<file path="config.mk">
export PLATFORM = sky130hd
export DESIGN_NAME = decode_stage
export DESIGN_NICKNAME = d
export VERILOG_FILES = /design/src/rtl/decode_pkg.sv /design/src/rtl/decode_comb.sv /design/src/rtl/decode_stage.sv
export SDC_FILE = /design/constraint.sdc
export NUM_CORES = 1
export LEC_CHECK = 0
export BUFFER_PORTS_ARGS = -buffer_cell sky130_fd_sc_hd__buf_2
export CAP_MARGIN = 20
export CELL_PAD_IN_SITES_DETAIL_PLACEMENT = 0
export CELL_PAD_IN_SITES_GLOBAL_PLACEMENT = 1
export CORE_MARGIN = 2
export CORE_UTILIZATION = 25
export CTS_BUF_LIST = sky130_fd_sc_hd__clkbuf_2
export CTS_CLUSTER_DIAMETER = 40
export DETAILED_ROUTE_END_ITERATION = 6
export PLACE_DENSITY_LB_ADDON = 0.3
export SETUP_SLACK_MARGIN = 0.02
export SYNTH_ARGS = -nofsm -noshare
export SYNTH_HDL_FRONTEND = slang
export SYNTH_SLANG_ARGS = --single-unit
</file>
<file path="constraint.sdc">
create_clock -name clk -period 3 [get_ports clk]
set_clock_uncertainty 0.05 [all_clocks]
set_input_delay 0.45 -clock clk [delete_from_list [all_inputs] [get_ports clk]]
set_output_delay 0.45 -clock clk [all_outputs]
set_load 0.005 [all_outputs]
</file>
<file path="src/rtl/decode_pkg.sv">
// Shared decode types: opcode constants, format enum, decoded bundle.
// Imported by decode_comb and decode_stage.
package decode_pkg;

  localparam logic [6:0] OPC_OP     = 7'h33;
  localparam logic [6:0] OPC_OPIMM  = 7'h13;
  localparam logic [6:0] OPC_LOAD   = 7'h03;
  localparam logic [6:0] OPC_STORE  = 7'h23;
  localparam logic [6:0] OPC_BRANCH = 7'h63;
  localparam logic [6:0] OPC_JAL    = 7'h6f;
  localparam logic [6:0] OPC_JALR   = 7'h67;
  localparam logic [6:0] OPC_LUI    = 7'h37;
  localparam logic [6:0] OPC_AUIPC  = 7'h17;

  // Immediate is built at the widest legal XLEN and truncated by users.
  localparam int IMM_W = 64;

  typedef enum logic [2:0] {
    FMT_R,
    FMT_I,
    FMT_S,
    FMT_B,
    FMT_U,
    FMT_J,
    FMT_ILLEGAL
  } fmt_e;

  typedef struct packed {
    fmt_e             fmt;
    logic             illegal;
    logic [4:0]       rs1;
    logic [4:0]       rs2;
    logic [4:0]       rd;
    logic [2:0]       funct3;
    logic [6:0]       funct7;
    logic [IMM_W-1:0] imm;
  } dec_t;

endpackage

</file>
<file path="src/rtl/decode_comb.sv">
// Combinational RV32I field decode: instr -> dec_t.
// Ports: instr (32-bit word in), dec (decoded bundle out).
module decode_comb
  import decode_pkg::*;
(
  input  logic [31:0] instr,
  output dec_t        dec
);

  logic [6:0] opc;
  logic [6:0] f7;
  logic       r_ok;
  logic       i_ok;
  logic       s_ok;
  logic       b_ok;
  logic       u_ok;
  logic       j_ok;
  logic [IMM_W-1:0] sx;

  assign opc = instr[6:0];
  assign f7  = instr[31:25];
  assign sx  = {IMM_W{instr[31]}};

  // Every legal opcode ends in 2'b11, so a bad
  // low pair simply matches nothing below.
  assign r_ok = (opc == OPC_OP) &&
                (f7 == 7'h00 || f7 == 7'h20 ||
                 f7 == 7'h01);
  assign i_ok = (opc == OPC_OPIMM) ||
                (opc == OPC_LOAD) ||
                (opc == OPC_JALR);
  assign s_ok = (opc == OPC_STORE);
  assign b_ok = (opc == OPC_BRANCH);
  assign u_ok = (opc == OPC_LUI) ||
                (opc == OPC_AUIPC);
  assign j_ok = (opc == OPC_JAL);

  always_comb begin
    dec         = '0;
    dec.fmt     = FMT_ILLEGAL;
    dec.illegal = 1'b1;
    unique case (1'b1)
      r_ok: begin
        dec.fmt     = FMT_R;
        dec.illegal = 1'b0;
        dec.rs1     = instr[19:15];
        dec.rs2     = instr[24:20];
        dec.rd      = instr[11:7];
        dec.funct3  = instr[14:12];
        dec.funct7  = f7;
      end
      i_ok: begin
        dec.fmt     = FMT_I;
        dec.illegal = 1'b0;
        dec.rs1     = instr[19:15];
        dec.rd      = instr[11:7];
        dec.funct3  = instr[14:12];
        dec.imm     = {sx[IMM_W-1:12],
                       instr[31:20]};
      end
      s_ok: begin
        dec.fmt     = FMT_S;
        dec.illegal = 1'b0;
        dec.rs1     = instr[19:15];
        dec.rs2     = instr[24:20];
        dec.funct3  = instr[14:12];
        dec.imm     = {sx[IMM_W-1:12],
                       instr[31:25],
                       instr[11:7]};
      end
      b_ok: begin
        dec.fmt     = FMT_B;
        dec.illegal = 1'b0;
        dec.rs1     = instr[19:15];
        dec.rs2     = instr[24:20];
        dec.funct3  = instr[14:12];
        dec.imm     = {sx[IMM_W-1:13],
                       instr[31], instr[7],
                       instr[30:25],
                       instr[11:8], 1'b0};
      end
      u_ok: begin
        dec.fmt     = FMT_U;
        dec.illegal = 1'b0;
        dec.rd      = instr[11:7];
        dec.imm     = {sx[IMM_W-1:32],
                       instr[31:12], 12'b0};
      end
      j_ok: begin
        dec.fmt     = FMT_J;
        dec.illegal = 1'b0;
        dec.rd      = instr[11:7];
        dec.imm     = {sx[IMM_W-1:21],
                       instr[31],
                       instr[19:12],
                       instr[20],
                       instr[30:21], 1'b0};
      end
      default: ;
    endcase
  end

endmodule

</file>
<file path="src/rtl/decode_stage.sv">
// Decode pipeline stage: 1-cycle latency, output reg plus one skid entry.
// Ports: clk, rst_n, flush; in_valid/in_ready/in_instr/in_pc upstream;
// out_valid/out_ready/out_pc/out_rs1/out_rs2/out_rd/out_funct3/out_funct7
// /out_imm/out_fmt/out_illegal downstream. Macro DECODE_PERF_CNT_EN adds
// saturating dec_count/ill_count performance counters.
module decode_stage
  import decode_pkg::*;
#(
  parameter int XLEN  = 32,
  parameter int CNT_W = 16
) (
  input  logic            clk,
  input  logic            rst_n,
  input  logic            flush,
  input  logic            in_valid,
  output logic            in_ready,
  input  logic [31:0]     in_instr,
  input  logic [XLEN-1:0] in_pc,
  output logic            out_valid,
  input  logic            out_ready,
  output logic [XLEN-1:0] out_pc,
  output logic [4:0]      out_rs1,
  output logic [4:0]      out_rs2,
  output logic [4:0]      out_rd,
  output logic [2:0]      out_funct3,
  output logic [6:0]      out_funct7,
  output logic [XLEN-1:0] out_imm,
  output logic [2:0]      out_fmt,
  output logic            out_illegal
`ifdef DECODE_PERF_CNT_EN
  ,
  output logic [CNT_W-1:0] dec_count,
  output logic [CNT_W-1:0] ill_count
`endif
);

  dec_t            dec_in;
  dec_t            out_q;
  dec_t            skid_q;
  logic [XLEN-1:0] out_pc_q;
  logic [XLEN-1:0] skid_pc;
  logic            out_v;
  logic            skid_v;
  logic            rdy_q;
  logic            in_fire;
  logic            out_fire;
  logic            unused_imm;

  decode_comb u_dec (
    .instr (in_instr),
    .dec   (dec_in)
  );

  assign in_fire  = in_valid && rdy_q;
  assign out_fire = out_v && out_ready;

  // rdy_q mirrors !skid_v but is its own flop
  // so in_ready comes straight from a register.
  always_ff @(posedge clk or negedge rst_n) begin
    if (!rst_n) begin
      out_v    <= 1'b0;
      skid_v   <= 1'b0;
      rdy_q    <= 1'b1;
      out_q    <= '0;
      skid_q   <= '0;
      out_pc_q <= '0;
      skid_pc  <= '0;
    end else if (flush) begin
      out_v  <= 1'b0;
      skid_v <= 1'b0;
      rdy_q  <= 1'b1;
    end else if (!out_v || out_ready) begin
      if (skid_v) begin
        out_q    <= skid_q;
        out_pc_q <= skid_pc;
        out_v    <= 1'b1;
        skid_v   <= 1'b0;
        rdy_q    <= 1'b1;
      end else if (in_fire) begin
        out_q    <= dec_in;
        out_pc_q <= in_pc;
        out_v    <= 1'b1;
      end else begin
        out_v <= 1'b0;
      end
    end else if (in_fire) begin
      skid_q  <= dec_in;
      skid_pc <= in_pc;
      skid_v  <= 1'b1;
      rdy_q   <= 1'b0;
    end
  end

  assign in_ready    = rdy_q;
  assign out_valid   = out_v;
  assign out_pc      = out_pc_q;
  assign out_rs1     = out_q.rs1;
  assign out_rs2     = out_q.rs2;
  assign out_rd      = out_q.rd;
  assign out_funct3  = out_q.funct3;
  assign out_funct7  = out_q.funct7;
  assign out_imm     = out_q.imm[XLEN-1:0];
  assign out_fmt     = out_q.fmt;
  assign out_illegal = out_q.illegal;

  // Upper immediate bits are dropped when XLEN=32.
  assign unused_imm = ^{out_q.imm, skid_v};

`ifdef DECODE_PERF_CNT_EN
  always_ff @(posedge clk or negedge rst_n) begin
    if (!rst_n) begin
      dec_count <= '0;
      ill_count <= '0;
    end else if (out_fire) begin
      if (dec_count != {CNT_W{1'b1}})
        dec_count <= dec_count + 1'b1;
      if (out_q.illegal &&
          ill_count != {CNT_W{1'b1}})
        ill_count <= ill_count + 1'b1;
    end
  end
`else
  logic [CNT_W-1:0] unused_cnt;
  assign unused_cnt = {CNT_W{out_fire}};
`endif

endmodule
</file>
==> run_results.csv <==
group,metric,value,unit
die,dieArea,0.0341,sq mm
final_layout,final_nets,1137,
routing,detail-route-antenna-nets,0,
global_route,antenna_found_initial,3,
final_layout,layout_common_cells,"nand2_1, dfrtp_1, buf_2, a21oi_1, o21ai_0",
global_route,grt_pass1_vias,6583,
clocking,cts.sink_count,189,
logic_synthesis,synth_fa_ha_area_share,0,%
logic_synthesis,synth_area,0.00816,sq mm
logic_synthesis,ys_seq_area_share,58.0,%
setup_path,reg2reg_from,"skid_v",
power,p_int,3650,uW
sta,setup_viol,0,
setup_path,r2r_end,"out_imm[24]",
place,port-buffer-count,163,
clocking,clk_pin_slew,0.29,ns
routing,avgViaCountPerCell,4.46,
power,powerDensity,515,mW/mm^2
logic_synthesis,synth_edf_count,0,
hold_path,min_path_cells,5,
power,power.total,5340,uW
clocking,cts_inserted_buffers,17,
setup_path,cp_data_arrival_time,2.98,ns
routing,firstDrtPassIters,4,
logic_synthesis,synth_area_leaders,"dfrtp_1, nand2_1, a21oi_1",
sta,setup_tns,0,ns
routing,drc,0,
setup_path,crit_type,"reg2reg",
sta,maxSlewViolCount,0,
die,die_w,185,um
global_route,grt-ovfl-total,0,
logic_synthesis,synth_compound_area_share,14.2,%
clocking,cts_resized,0,
die,dieHeight,185,um
run,maxCapViolations,0,
logic_synthesis,async_flop_share,100,%
logic_synthesis,synth_warnings,0,
clocking,hold_buffers,66,
routing,drtIter0Drc,377,
logic_synthesis,synth_area_per_cell,9.40,sq um
die,rows,66,
power,seq_power_share,57.7,%
routing,vias,6806,
final_layout,syn_to_final_growth,27.1,%
logic_synthesis,ys_types,45,
logic_synthesis,synth_seq_cells,189,
setup_path,endpoint_kind,"flip-flop",
logic_synthesis,synthSimpleGateAreaFrac,19.7,%
power,p_sw_share,31.7,%
sta,finalHoldViolations,0,
global_route,grtUsageMet2,22.5,%
sta,period_share,78.8,%
hold_path,hold_path_end,"skid_q[90]",
logic_synthesis,ys.flop_type,"dfrtp_1",
hold_path,hold_class,"in2reg",
sta,finalCriticalPeriod,2.36,ns
global_route,grt_pass1_wl,38700,um
setup_path,rrSetupSlack,0.64,ns
global_route,grtUsageTotal,14.7,%
power,comb_power_share,17.1,%
setup_path,start_kind,"flip-flop",
place,post-dp-hpwl,15600,um
final_layout,n_fill_cell,3432,
hold_path,min_from,"in_instr[6]",
sta,max_freq,423,MHz
power,ir_drop,245,uV
clocking,htree_levels,4,
setup_path,cp.required,3.61,ns
sta,worst_pin_slew,1.03,ns
die,ioPinCount,164,
run_status,outcome,"finished, final reports clean",
routing,avgRoutedWirePerCell,16.2,um
setup_path,worstPathMaxFanout,68,
clocking,cts_tree,"built",
global_route,grt.busiest_layer,"met2",
logic_synthesis,synthCells,868,
routing,totalWireLength,24600,um
logic_synthesis,synthMuxAreaShare,4.30,%
power,clkPwrFrac,25.2,%
logic_synthesis,synth_top_family_by_area,"simple AND/OR/NAND/NOR gates",
die,core_area,0.0323,sq mm
power,leakage,0.00489,uW
logic_synthesis,yosys.area.top_type,"dfrtp_1",
final_layout,drive_gt1_share,21.3,%
clocking,clockBufferDepth,2,
setup_path,r2r_cells,5,
global_route,gr-usage-met1,21.4,%
clocking,cts_root_buf,"clkbuf_2",
power,p_switching,1690,uW
global_route,grt_start_max_net_pins,76,
clocking,postCtsSetupRepairBufs,0,
logic_synthesis,netlist.area_leader.share,57.7,%
logic_synthesis,synth_xor_area_share,0,%
global_route,grt_use_met3,3.02,%
logic_synthesis,synthesis.nets,937,
place,finalWeightedCongestion,0.761,
final_layout,mostFrequentLayoutCell,"nand2_1",
clocking,insertion_delay,0.82,ns
die,start_util,25.3,%
sta,rsz0062_at_grt,"no",
sta,max-slew-margin-rel,31.7,%
==> registers in the layout, indices dropped and copies added, names as in the netlist <==
name	count
out_funct7	7
out_rd	5
out_pc	32
in_ready	1
skid_pc	32
out_rs2	5
skid_q	61
out_fmt	3
out_funct3	3
out_rs1	5
out_valid	1
skid_v	1
out_illegal	1
out_imm	32
==> power groups by stage <==
stage          Combinational, uW  Sequential, uW  Clock [uW]
6_report                     911            3080        1340
5_1_grt                     1050            3130        1550
4_1_cts                      933            3090        1430
3_5_place_dp                 864            3140           0
3_3_place_gp                 857            3130           0
2_1_floorplan                423            3100           0
==> area by class of cell <==
| cell class | count | area, sq um | share of cell area, % |
|---|---|---|---|
| clock buffer | 18 | 90.1 | 0.869 |
| multi-input combinational | 603 | 3140 | 30.2 |
| clock inverter | 14 | 150 | 1.45 |
| sequential | 189 | 4730 | 45.7 |
| tap | 442 | 553 | 5.33 |
| timing repair buffer | 245 | 1660 | 16.0 |
| inverter | 12 | 45.0 | 0.434 |
| antenna | 2 | 5.00 | 0.0483 |
==> cells in the mapped netlist (all sizes together) (2+ instances only) <==
| library cell | number |
|---|---|
| o21a | 2 |
| a22oi | 5 |
| nor3b | 2 |
| nor2 | 34 |
| o21ai | 74 |
| buf | 26 |
| a221o | 6 |
| mux2i | 35 |
| and3 | 9 |
| nand2b | 3 |
| and2 | 6 |
| dfrtp | 188 |
| o211ai | 17 |
| nor3 | 3 |
| o22ai | 11 |
| inv | 12 |
| nor2b | 4 |
| nand2 | 248 |
| nand3 | 33 |
| clkbuf | 38 |
| nand3b | 9 |
| a21oi | 83 |
| or2 | 5 |
==> cells by family after synthesis <==
family / count (synthesis)
DFF: 189
and+or+nand+nor: 364
muxes: 35
AOI/OAI and AO/OA: 204
buffers and inverters: 76
==> worst max path at each step <==
stage	end	start	cells past startpoint	slack [ns]
after floorplan	out_rd[0]	in_instr[3]	6	1.09
after global placement	skid_q[20]	in_instr[4]	6	0.38
after detailed placement	skid_q[9]	out_ready	7	0.51
after CTS	out_imm[24]	skid_v	5	0.56
after global routing	out_imm[22]	skid_v	5	0.41
final	out_imm[24]	skid_v	5	0.64
==> layer usage <==
layer  part of all wire, %  wire length (um)
met1                    50             12400
met2                    44             10900
met3                   4.5              1120
met4                   1.0               246
met5                 0.045                11
==> metrics by stage <==
| step | hold slack (ns) | utilization [%] | cell area [sq um] | worst slack [ns] | cells |
|---|---|---|---|---|---|
| 6_report | 0.128 | 32.1 | 10400 | 0.636 | 1525 |
| 5_1_grt | 0.0487 | 32.1 | 10400 | 0.413 | 1525 |
| 4_1_cts | 0.0110 | 32.1 | 10400 | 0.560 | 1523 |
| 3_5_place_dp | 0.401 | 29.3 | 9460 | 0.514 | 1425 |
| 3_3_place_gp | 0.397 | 29.3 | 9460 | 0.383 | 1424 |
| 2_1_floorplan | 0.104 | - | 8160 | 1.09 | 868 |
==> critical path: stages (launching register included) <==
cell and delay (ns):
dfrtp_4 0.49, buf_4 0.51, buf_4 0.75, a21oi_1 0.14, a21oi_1 0.16, a21oi_1 0.06
(Power assumes the default switching activity.)
